File: src/rtl/inst_fetch.sv
// inst_fetch: RV32I fetch stage; holds the PC, issues word reads, queues returned instructions for decode.
// Latency: startSig at N -> read request at N+1 -> instValid at N+2 when the grant arrives at N+1.
// Backpressure: decode stalls via instReady=0; once the queue is full, reads stop (FULL) until a pop or a redirect.
//
// Ports:
//   clk, rst                              clock, synchronous active-high reset
//   startSig                              one-cycle start pulse (only honoured in IDLE)
//   fetchReadAddr/En/Fin/Data             storage read port (reader 0, low priority)
//   instValid/instData/instPc/instReady   instruction handshake to decode
//   redirectEn/redirectPc                 branch/jump redirect (flushes the queue)
//   fetchBusy                             high whenever the stage is not IDLE
//
// Build option: define INST_FETCH_PREFETCH_EN for a two-entry instruction queue;
// otherwise a single-entry holding register is used.

module inst_fetch #(
  parameter int          READ_ADDR_SIZE = 28,
  parameter int          ROW_WIDTH      = 32,
  parameter logic [31:0] RESET_PC       = 32'h0000_0000
) (
  input  logic                      clk,
  input  logic                      rst,
  input  logic                      startSig,
  output logic [READ_ADDR_SIZE-1:0] fetchReadAddr,
  output logic                      fetchReadEn,
  input  logic                      fetchReadFin,
  input  logic [ROW_WIDTH-1:0]      fetchReadData,
  output logic                      instValid,
  output logic [ROW_WIDTH-1:0]      instData,
  output logic [31:0]               instPc,
  input  logic                      instReady,
  input  logic                      redirectEn,
  input  logic [31:0]               redirectPc,
  output logic                      fetchBusy
);

`ifdef INST_FETCH_PREFETCH_EN
  localparam int DEPTH = 2;
`else
  localparam int DEPTH = 1;
`endif

  typedef enum logic [1:0] {IDLE, RUN, FULL} state_t;

  state_t               state;
  logic [29:0]          pc_word;    // PC is always word aligned, so only bits [31:2] are stored
  logic [1:0]           count;
  logic [ROW_WIDTH-1:0] q_dat0, q_dat1;
  logic [31:0]          q_pc0, q_pc1;

  logic pop, push, queue_full;
  logic unused_bits;

  assign pop         = instValid & instReady;
  // A pop in the same cycle frees a slot, which is what lets the single-entry
  // build sustain one instruction per cycle.
  assign queue_full  = (count == 2'(DEPTH)) & ~pop;
  assign fetchReadEn = (state == RUN) & ~redirectEn & ~queue_full;
  assign push        = fetchReadEn & fetchReadFin;

  assign fetchReadAddr = pc_word[READ_ADDR_SIZE-1:0];
  assign instValid     = (count != 2'd0);
  assign instData      = q_dat0;
  assign instPc        = q_pc0;
  assign fetchBusy     = (state != IDLE);

  // The redirect target's byte-offset bits are ignored; PC word bits beyond the
  // storage address width are dropped from the read address, so the index wraps.
  assign unused_bits = ^{redirectPc[1:0], pc_word};

  always_ff @(posedge clk) begin
    if (rst) begin
      state   <= IDLE;
      pc_word <= RESET_PC[31:2];
      count   <= 2'd0;
      q_dat0  <= '0;
      q_dat1  <= '0;
      q_pc0   <= '0;
      q_pc1   <= '0;
    end else begin
      case (state)
        IDLE:    if (startSig) state <= RUN;
        RUN:     if (!redirectEn && queue_full) state <= FULL;
        FULL:    if (pop || redirectEn) state <= RUN;
        default: state <= IDLE;
      endcase

      if (redirectEn) begin
        pc_word <= redirectPc[31:2];
      end else if (push) begin
        pc_word <= pc_word + 30'd1;
      end

      // Head always lives in slot 0 so instData/instPc come straight from flops.
      if (redirectEn) begin
        count <= 2'd0;
      end else begin
        case ({push, pop})
          2'b10: begin
            if (count == 2'd0) begin
              q_dat0 <= fetchReadData;
              q_pc0  <= {pc_word, 2'b00};
            end else begin
              q_dat1 <= fetchReadData;
              q_pc1  <= {pc_word, 2'b00};
            end
            count <= count + 2'd1;
          end
          2'b01: begin
            q_dat0 <= q_dat1;
            q_pc0  <= q_pc1;
            count  <= count - 2'd1;
          end
          2'b11: begin
            if (count == 2'd1) begin
              q_dat0 <= fetchReadData;
              q_pc0  <= {pc_word, 2'b00};
            end else begin
              q_dat0 <= q_dat1;
              q_pc0  <= q_pc1;
              q_dat1 <= fetchReadData;
              q_pc1  <= {pc_word, 2'b00};
            end
          end
          default: ;
        endcase
      end
    end
  end

endmodule

File: config.mk
export PLATFORM = sky130hd
export DESIGN_NAME = inst_fetch
export DESIGN_NICKNAME = d
export VERILOG_FILES = /design/src/rtl/inst_fetch.sv
export SDC_FILE = /design/constraint.sdc
export NUM_CORES = 1
export LEC_CHECK = 0
export CELL_PAD_IN_SITES_DETAIL_PLACEMENT = 0
export CELL_PAD_IN_SITES_GLOBAL_PLACEMENT = 1
export CORE_MARGIN = 4
export CORE_UTILIZATION = 38
export CTS_BUF_LIST = sky130_fd_sc_hd__clkbuf_2 sky130_fd_sc_hd__clkbuf_4 sky130_fd_sc_hd__clkbuf_8
export DETAILED_ROUTE_END_ITERATION = 8
export MAX_ROUTING_LAYER = met4
export PLACE_DENSITY = 0.95
export SLEW_MARGIN = 5
export SYNTH_ARGS = -nofsm -noshare
export SYNTH_HDL_FRONTEND = slang
export SYNTH_SLANG_ARGS = --single-unit
File: constraint.sdc
create_clock -name clk -period 3.67 [get_ports clk]
set_clock_uncertainty 0.2 [all_clocks]
set_input_delay 0.367 -clock clk [delete_from_list [all_inputs] [get_ports clk]]
set_output_delay 0.367 -clock clk [all_outputs]
set_load 0.01 [all_outputs]
---- Word-level counts from Yosys, hierarchy flattened ----
Index checks and enable logic that the tools add are counted.
word-level totals
  register bits ........................... 162
  logic and storage cells ................. 64
operators by class
  $add $sub $neg .......................... 3
  equality and inequality tests ........... 12
  multiplexer cells ....................... 19
  bitwise logic cells ..................... 8
  reductions and logical operators ........ 15
operator list
  cell                     number
  $mux W32                 8
  $pmux W32 S3             2
  $pmux W32 S2             2
  $mux W30                 2
  $add A30 B1 Y30 const B  1
  $ne A2 B2 Y1 const B     5
  $reduce_bool A2 Y1       5
  $eq A2 B1 Y1 const B     3
  $eq A2 B2 Y1 const B     3
  $mux W2                  3
  $pmux W2 S3              1
  $reduce_and A3 Y1        2
  $and A1 B1 Y1            5
  $logic_not A2 Y1         2
  $pmux W2 S2              1
  $reduce_and A4 Y1        1
  $not A1 Y1               3
  $reduce_bool A3 Y1       1
  $add A2 B1 Y2 const B    1
  $ne A2 B1 Y1 const B     1
  $reduce_or A2 Y1         1
  $sub A2 B1 Y2 const B    1
  $logic_and A1 B1 Y1      1
  $logic_not A1 Y1         1
  $logic_or A1 B1 Y1       1

---- Logic depth before layout (Yosys ltp) ----
Gate-level depths: netlist of run 1.
  depth in word-level cells ............... 10
  gate-level depth with buffers ........... 15
  depth with buffers taken out ............ 12

---- Least setup slack after synthesis of run 1 ----
No wires, ideal clock.
  path kind ............................... reg2reg
  from .................................... reg count[0]
  to ...................................... reg q_dat0[10], in the netlist instData[10]
  setup time .............................. 86 ps
  arrival time ............................ 2556 ps
  required time ........................... 3384 ps
  path slack .............................. 828 ps
  cell stages (with the launch flop) ...... 15
  path buffers ............................ 3
  path through ............................ dfxtp_1 > inv_1 > ha_1 > inv_2 > nand2_1 > inv_2 > o2111ai_2 > buf_2 > buf_2 > ha_1 > a21oi_1 > nor2_1 > clkbuf_1 > a22oi_1 > a211oi_1
between the ends
  longest elaborated chain between the ends .. 10
  elaborated cells on any way between the ends .. 17
  those cells by class .................... 5 x eq/ne; 2 x mux; 6 x bitwise; 4 x reduce/logical
ends and longest elaborated chain
  element                                                              RTL line  RTL
  start, declared                                                      47        logic [1:0] count;
  start signal, assigned                                               107       count <= count + 2'd1;
  start signal, assigned                                               112       count <= count - 2'd1;
  $reduce_bool A2 Y1 *                                                 62        assign instValid = (count != 2'd0);
  via instValid                                                        28        output logic instValid,
  $and A1 B1 Y1 *                                                      54        assign pop = instValid & instReady;
  $not A1 Y1                                                           57        assign queue_full = (count == 2'(DEPTH)) & ~pop;
  $and A1 B1 Y1                                                        57
  $not A1 Y1                                                           58        assign fetchReadEn = (state == RUN) & ~redirectEn & ~queue_full;
  $and A1 B1 Y1                                                        58
  $and A1 B1 Y1                                                        59        assign push = fetchReadEn & fetchReadFin;
  $eq A2 B2 Y1 / $eq A2 B1 Y1 (equally long branches)                  98        case ({push, pop})
  $ne A2 B2 Y1 (no line) / $reduce_bool A3 Y1 (equally long branches)  -
  $reduce_and A3 Y1 (no line)                                          -
  end signal, assigned                                                 101       q_dat0 <= fetchReadData;
  end signal, assigned                                                 110       q_dat0 <= q_dat1;
  end signal, assigned                                                 116       q_dat0 <= fetchReadData;
  end, declared                                                        48        logic [ROW_WIDTH-1:0] q_dat0, q_dat1;
The timed path passes the listed nets; every way through them passes the cells marked *.
A chain may end at the register's enable or synchronous reset.

---- Final worst setup path of run 1 ----
  from .................................... reg count[0]
  to ...................................... reg q_pc0[29], in the netlist instPc[29]
between the ends
  longest elaborated chain between the ends .. 10
  elaborated cells on any way between the ends .. 17
  those cells by class .................... 5 x eq/ne; 2 x mux; 6 x bitwise; 4 x reduce/logical
ends and longest elaborated chain
  element                                                              RTL line  RTL
  $reduce_bool A2 Y1                                                   62
  $and A1 B1 Y1                                                        54
  $not A1 Y1                                                           57
  $and A1 B1 Y1                                                        57
  $not A1 Y1                                                           58
  $and A1 B1 Y1                                                        58
  $and A1 B1 Y1                                                        59
  $eq A2 B2 Y1 / $eq A2 B1 Y1 (equally long branches)                  98
  $ne A2 B2 Y1 (no line) / $reduce_bool A3 Y1 (equally long branches)  -
  $reduce_and A3 Y1 (no line)                                          -
  end signal, assigned                                                 102       q_pc0 <= {pc_word, 2'b00};
  end signal, assigned                                                 111       q_pc0 <= q_pc1;
  end signal, assigned                                                 117       q_pc0 <= {pc_word, 2'b00};
  end, declared                                                        49        logic [31:0] q_pc0, q_pc1;
Several ways; a longest one is shown, not always the timed one.

==> results.json, run 1 <==
{
  "status": "completed",
  "layout-drive-gt1-share_pct": 7.20,
  "place_congestion": 0.833,
  "critical_path_arrival_ns": 3.35,
  "overflow": 0,
  "regArea_mm2": 0.00316,
  "ys_warn_count": 0,
  "clk_latency_ns": 0.45,
  "vias_per_cell": 5.49,
  "peakVddDrop_mv": 0.223,
  "p_leak_nw": 3.03,
  "synth_cell_type_count": 59,
  "worstReg2RegStart": "count[0]",
  "cts.clk_slew.worst_paths_ns": 0.08,
  "cp_max_fo": 22,
  "h-tree-depth": 4,
  "rsz0062_at_grt": "false",
  "final_util_pct": 49.6,
  "power_mw": 3.67,
  "drt_iter0_markers": 551,
  "cts_buffers": 17,
  "cts_tree": "yes",
  "synth-edff-count": 0,
  "layout_common_cells": "clkdlybuf4s50_1 (159), dfxtp_1 (158), nand2_1 (144)",
  "hold_start": "q_pc1[30]",
  "synth_seq_area_share_pct": 44.7,
  "fin_crit_ns": 3.19,
  "final_common_cell": "clkdlybuf4s50_1",
  "whs_ns": 0.257,
  "cts_sinks": 158,
  "crit_type": "flip-flop to flip-flop",
  "drc_errors": 0,
  "die_y_um": 144,
  "postSynthCellCount": 869,
  "setup_viol": 0,
  "hold_class": "flip-flop to flip-flop",
  "ant_nets": 0,
  "ys_ff_latch": 158,
  "rows": 49,
  "synthFlopType": "dfxtp_1",
  "track_usage_pct": 19.6,
  "dieWidth_um": 144,
  "synth_area_per_cell_um2": 8.15,
  "place.port_buffers": 160,
  "cts_max_path_buffers": 2,
  "slew_headroom_pct": 26.3,
  "max_cap_violations": 0,
  "cp-startpoint": "count[0]",
  "die-area_mm2": 0.0209,
  "critPathLaunchType": "flip-flop",
  "start_util_pct": 39.0,
  "worstMarginPinSlew_ns": 1.10,
  "powerDensity_mw_per_mm2": 408,
  "dp_hpwl_mm": 13.2,
  "grt_pass1_vias": 6087,
  "critPathRequiredTime_ns": 3.83,
  "multiInputGateArea_mm2": 0.00338,
  "num_vias": 6600,
  "ios": 165,
  "timing.setup.tns_ns": 0,
  "hold_violations": 0,
  "timing.fmax_mhz": 313,
  "syn2layout_area_growth_pct": 27.2,
  "post-cts-setup-buffer-count": 0,
  "drt-pass1-iter-count": 5,
  "nets": 1035,
  "fin_crit_sh_pct": 86.9,
  "slew_viol_final": 0,
  "root_buffer": "clkbuf_8",
  "core_mm2": 0.0181,
  "netlist_area_mm2": 0.00708,
  "ctsHoldBuffers": 0,
  "wl_per_cell_um": 16.9,
  "ctsResizeCount": 0,
  "fill_cells": 1752,
  "grt_pass1_wl_mm": 32.0,
  "drt-total-wl_mm": 20.3,
  "grt_antenna_before_repair": 1,
  "synth-async-reset-ratio_pct": 0,
  "grt_max_degree": 75,
  "worstSetupEndpointType": "flip-flop"
}
==> synth_stat cells, drive strengths merged (10+ instances only) <==
master / instances / area, um^2
a211oi: 63 / 473
a21oi: 93 / 465
a22oi: 64 / 480
a31oi: 19 / 119
buf: 51 / 333
clkbuf: 56 / 211
dfxtp: 158 / 3160
inv: 10 / 37.5
nand2: 146 / 556
nand3: 10 / 55.1
nand4: 13 / 96.3
nor2: 84 / 318
nor4: 11 / 98.8
o21ai: 23 / 115
==> routing by layer <==
layer	track usage [%]	up-vias	routed length (um)	share of wire, %
li1	-	3271	-	-
met1	26.2	3128	9480	47
met2	30.2	182	9570	47
met5	-	-	0	0
met3	4.33	19	984	4.9
met4	5.01	0	253	1.2
==> sequential cells by signal (all words and copies together) (netlist names) <==
name and cells:
count 2, instData 32, instPc 30, pc_word 30, q_dat1 32, q_pc1 30, state 2
==> final timing paths <==
path                                    to  slack (ns)  depth (start not counted)
worst min register to register   q_pc1[30]        0.26                          2
worst max-delay path            instPc[29]        0.48                         13
worst max register to register  instPc[29]        0.48                         13
worst min-delay path             q_pc1[30]        0.26                          2
==> worst max-delay path, stage by stage (launching register included) <==
cell and delay (ns):
dfxtp_1 0.37, inv_1 0.06, ha_1 0.22, inv_2 0.10, nand2_1 0.09, inv_2 0.08
o2111ai_4 0.12, inv_2 0.08, ha_1 0.20, a21oi_1 0.16, nor2_4 0.61, buf_4 0.40
a22oi_1 0.14, a211oi_1 0.26
==> through the flow <==
| step | worst slack (ns) | area (um^2) | std cells |
|---|---|---|---|
| after global placement | 0.188 | 8600 | 1168 |
| after global routing | 0.220 | 9000 | 1202 |
| final | 0.480 | 9000 | 1202 |
| after CTS | 0.242 | 9000 | 1200 |
| after detailed placement | 0.144 | 8600 | 1168 |
| after floorplan | 0.828 | 7080 | 870 |
==> report_power, final <==
group	switching [mW]	total, mW	internal, mW
registers	0.0727	1.86	1.79
clock network	0.671	1.30	0.633
logic	0.246	0.509	0.263
==> layout make-up <==
cell class	instances	share of cell area, %
well taps	229	3.18
diodes	1	0.0278
clock inverters	13	1.56
inverters	10	0.417
flip-flops and latches	158	35.1
clock buffers	19	2.83
repair buffers	176	19.4
multi-input cells	596	37.5
==> cells by family (layout without fill, tap and decap cells) <==
logic type / count (synthesis) / after routing / synth area share (%)
AND/OR/NAND/NOR: 296 / 297 / 19.0
other: 1 / 3 / 0.0530
multiplexers: 2 / 2 / 0.301
flip-flops: 158 / 158 / 44.7
buffers and inverters: 117 / 218 / 8.22
adder cells (fa/ha/maj): 6 / 6 / 1.06
XOR/XNOR: 5 / 5 / 0.619
AO/OA/AOI/OAI: 284 / 284 / 26.0
Note: power is estimated with default switching activity, not from simulation.
==> inputs of run 2 (changes only) <==
Settings changed: CELL_PAD_IN_SITES_DETAIL_PLACEMENT 0 to 1, CELL_PAD_IN_SITES_GLOBAL_PLACEMENT 1 to 2, CORE_UTILIZATION 38 to 30.
==> results.json, run 2 (same netlist as run 1, synthesis figures left out) <==
{
  "cts_sinks": 158,
  "dpl-instance-area_mm2": 0.00869,
  "overflow": 0,
  "setup_viol": 0,
  "fin_crit_ns": 3.25,
  "diodes": 0,
  "vias_per_cell": 5.12,
  "rsz0062_at_grt": "false",
  "track_usage_pct": 17.9,
  "start_util_pct": 30.9,
  "h-tree-depth": 4,
  "slew_viol_final": 0,
  "slowest_stage": "nor2_2",
  "peakVddDrop_mv": 0.176,
  "max_cap_violations": 0,
  "wl_per_cell_um": 18.0,
  "drt-total-wl_mm": 23.2,
  "drt_iter0_markers": 431,
  "ios": 165,
  "layout_common_cells": "clkdlybuf4s50_1 (159), dfxtp_1 (158), nand2_1 (144)",
  "cts_max_path_buffers": 2,
  "fin_crit_sh_pct": 88.5,
  "crit_type": "flip-flop to flip-flop",
  "ant_nets": 0,
  "timing.setup.tns_ns": 0,
  "dieWidth_um": 162,
  "path_common_cell": "inv_2",
  "drt-pass1-iter-count": 4,
  "p_leak_nw": 3.03,
  "ctsHoldBuffers": 0,
  "cts.clk_slew.worst_paths_ns": 0.09,
  "dp_hpwl_mm": 15.2,
  "die_y_um": 162,
  "slew_headroom_pct": 25.0,
  "worstMarginPinSlew_ns": 1.12,
  "ctsResizeCount": 0,
  "clk_latency_ns": 0.46,
  "critPathLaunchType": "flip-flop",
  "critPathTopFamily": "simple AND/OR/NAND/NOR gates",
  "path_buf_inv": 4,
  "core_mm2": 0.0229,
  "num_vias": 6574,
  "syn2layout_area_growth_pct": 28.8,
  "max_stage_delay_ns": 0.90,
  "cts_tree": "yes",
  "powerDensity_mw_per_mm2": 415,
  "critical_path_arrival_ns": 3.42,
  "critPathRequiredTime_ns": 3.85,
  "design_area_mm2": 0.00912,
  "hold_class": "flip-flop to flip-flop",
  "grt_pass1_wl_mm": 36.5,
  "timing.fmax_mhz": 308,
  "rows": 55,
  "worstSetupEndpointType": "flip-flop",
  "post-cts-setup-buffer-count": 0,
  "grt_max_degree": 73,
  "place_congestion": 0.742,
  "status": "completed",
  "grt_pass1_vias": 6717,
  "drc_errors": 0,
  "cts_buffers": 17,
  "crit_chain": "inv_1 -> ha_1 -> inv_2 -> nand2_1 -> inv_2 -> o2111ai_4 -> inv_2 -> ha_1 -> a21oi_1 -> nor2_2 -> a22oi_1 -> a211oi_1",
  "nets": 1036,
  "root_buffer": "clkbuf_8",
  "grt_antenna_before_repair": 0,
  "final_common_cell": "clkdlybuf4s50_1",
  "place.port_buffers": 160,
  "die-area_mm2": 0.0261,
  "layout-drive-gt1-share_pct": 7.20,
  "hold_violations": 0,
  "cp_max_fo": 19
}
run 2: layout make-up:
| type | count | area, um^2 |
|---|---|---|
| timing repair buffer | 177 | 1730 |
| tap | 313 | 392 |
| clock buffer | 22 | 290 |
| fill | 2746 | 13800 |
| sequential | 158 | 3160 |
| inverter | 10 | 37.5 |
| multi-input combinational | 596 | 3380 |
| clock inverter | 9 | 135 |
run 2: worst register-to-register path: stages (launching register included):
cell and delay [ns]:
dfxtp_1 0.38, inv_1 0.06, ha_1 0.22, inv_2 0.10
nand2_1 0.09, inv_2 0.12, o2111ai_4 0.14, inv_2 0.09
ha_1 0.21, a21oi_1 0.16, nor2_2 0.90, a22oi_1 0.23
a211oi_1 0.28
run 2: path summary, 6_finish.rpt:
check                   from    endpoint  slack, ns  cells past startpoint
hold reg to reg   q_dat1[21]  q_dat1[21]       0.26                      2
hold / removal    q_dat1[21]  q_dat1[21]       0.26                      2
setup reg to reg    count[0]  instPc[25]       0.42                     12
setup / recovery    count[0]  instPc[25]       0.42                     12
run 2: routing by layer:
| metal | vias to the layer above | track usage, % | wire, um |
|---|---|---|---|
| met5 | - | - | 0 |
| met4 | 0 | 5.16 | 374 |
| met3 | 24 | 3.44 | 824 |
| met2 | 129 | 30.5 | 11700 |
| met1 | 3153 | 21.6 | 10300 |
| li1 | 3268 | - | - |
run 2: report_power, final:
group          internal [mW]  total, mW  leakage (nW)  switching [mW]
Clock                  0.739       1.41         0.208           0.674
Combinational          0.260      0.515          1.53           0.254
Sequential              1.79       1.86          1.29          0.0744
Total                   2.79       3.79          3.03            1.00
run 2: metrics by stage:
| stage | power (mW) | hold WS (ns) | instances | worst slack (ns) | utilization (%) |
|---|---|---|---|---|---|
| 2_1_floorplan | 2.16 | 0.237 | 870 | 0.828 | - |
| 3_3_place_gp | 2.41 | 0.242 | 1253 | 0.242 | 37.9 |
| 3_5_place_dp | 2.42 | 0.249 | 1253 | 0.132 | 37.9 |
| 4_1_cts | 3.84 | 0.245 | 1284 | 0.239 | 39.8 |
| 5_1_grt | 3.96 | 0.264 | 1285 | 0.180 | 39.8 |
| 6_report | 3.79 | 0.258 | 1285 | 0.421 | 39.8 |
==> inputs of run 3 (changes only) <==
Settings changed: CORE_ASPECT_RATIO set to 1.1.
==> results.json, run 3 (same netlist as run 1, synthesis figures left out) <==
{
  "status": "completed",
  "slew_headroom_pct": 38.1,
  "cts_buffers": 17,
  "p_leak_nw": 3.02,
  "fin_crit_sh_pct": 87.4,
  "critical_path_arrival_ns": 3.35,
  "max_cap_violations": 0,
  "crit_type": "flip-flop to flip-flop",
  "drt-total-wl_mm": 22.4,
  "syn2layout_area_growth_pct": 28.7,
  "core_mm2": 0.0231,
  "die-area_mm2": 0.0261,
  "worstMarginPinSlew_ns": 0.927,
  "grt_pass1_vias": 6655,
  "drc_errors": 0,
  "fin_cells": 1269,
  "design_area_mm2": 0.00911,
  "cts.clk_slew.worst_paths_ns": 0.09,
  "layout-drive-gt1-share_pct": 7.02,
  "grt_pass1_wl_mm": 36.6,
  "peakVddDrop_mv": 0.201,
  "ctsResizeCount": 0,
  "root_buffer": "clkbuf_8",
  "drt_iter0_markers": 307,
  "grt_max_degree": 125,
  "hold_class": "primary input to flip-flop",
  "num_vias": 6605,
  "worstSetupEndpointType": "flip-flop",
  "setup_viol": 0,
  "die_y_um": 169,
  "overflow": 0,
  "ctsHoldBuffers": 0,
  "layout_common_cells": "dfxtp_1 (158), clkdlybuf4s50_1 (158), nand2_1 (144)",
  "reg2reg_depth": 13,
  "p_int_mw": 2.69,
  "critPathRequiredTime_ns": 3.81,
  "dieWidth_um": 154,
  "p_clk_share_pct": 36.4,
  "hold_violations": 0,
  "fin_crit_ns": 3.21,
  "fill_cells": 2730,
  "rows": 58,
  "comb_power_share_pct": 13.8,
  "dp_hpwl_mm": 15.0,
  "grt_antenna_before_repair": 0,
  "nets": 1032,
  "powerDensity_mw_per_mm2": 410,
  "drt-pass1-iter-count": 4,
  "timing.setup.tns_ns": 0,
  "track_usage_pct": 17.8,
  "place_inst": 1237,
  "cts_max_path_buffers": 2,
  "switching_share_pct": 27.8,
  "critPathLaunchType": "flip-flop",
  "timing.fmax_mhz": 312,
  "diodes": 0,
  "start_util_pct": 30.7,
  "cts_sinks": 158,
  "rsz0062_at_grt": "false",
  "vias_per_cell": 5.20,
  "clk_latency_ns": 0.44,
  "hold_depth": 2,
  "slew_viol_final": 0,
  "p_sw_mw": 1.04,
  "dpl-instance-area_mm2": 0.00870,
  "cp_max_fo": 14,
  "place.port_buffers": 160,
  "ios": 165,
  "post-cts-setup-buffer-count": 0,
  "ant_nets": 0,
  "p_seq_share_pct": 49.8,
  "power_mw": 3.73,
  "place_congestion": 0.742,
  "wl_per_cell_um": 17.6,
  "cts_tree": "yes",
  "h-tree-depth": 4
}
## run 3: cell count changes in the layout (fill, tap and decap cells not counted), sizes merged
cell | before | now
bufinv | 3 | 2
clkinv | 3 | 4
buf | 18 | 16
inv | 10 | 14
clkbuf | 22 | 19
nor2 | 85 | 84
clkdlybuf4s50 | 159 | 158
## run 3: routing by layer
metal	GRT usage (%)	vias up	wire [um]
li1	-	3253	-
met1	22.5	3220	10400
met2	29.5	119	11000
met3	2.89	13	721
met4	5.11	0	229
met5	-	-	0
## run 3: final timing paths
check | startpoint | end | slack (ns)
max reg2reg | count[0] | instData[2] | 0.46
max | count[0] | instData[2] | 0.46
min reg2reg | q_dat1[27] | q_dat1[27] | 0.26
min | rst | q_dat1[6] | 0.21
## run 3: through the flow
stage	hold slack (ns)	setup slack [ns]	utilization, %
floorplan	0.237	0.828	-
global placement	0.242	0.504	37.7
detailed placement	0.247	0.363	37.7
CTS	0.190	0.447	39.5
global route	0.201	0.173	39.5
finish	0.209	0.462	39.5
## run 3: worst max-delay path: stages, from the launching register on
cell and delay, ns:
dfxtp_1 0.38, inv_1 0.06, ha_1 0.21, inv_2 0.10
nand2_1 0.16, inv_2 0.17, o2111ai_4 0.15, inv_2 0.20
ha_1 0.28, nand2_1 0.15, nand2_2 0.37, buf_4 0.31
a22oi_1 0.10, a211oi_1 0.26
## run 3: cell type report
| class | instances | area [um^2] | area share, % |
|---|---|---|---|
| clock buffer | 19 | 255 | 2.80 |
| sequential | 158 | 3160 | 34.7 |
| timing repair buffer | 174 | 1750 | 19.2 |
| inverter | 10 | 37.5 | 0.412 |
| clock inverter | 13 | 155 | 1.70 |
| multi-input combinational | 595 | 3380 | 37.1 |
| tap | 300 | 375 | 4.12 |
## run 3: power by group through the flow
stage,clock [mW],sequential (mW),combinational (mW)
after floorplan,0,1.89,0.263
after global placement,0,1.90,0.512
after detailed placement,0,1.90,0.522
after CTS,1.41,1.86,0.523
after global routing,1.49,1.88,0.566
final,1.36,1.86,0.515
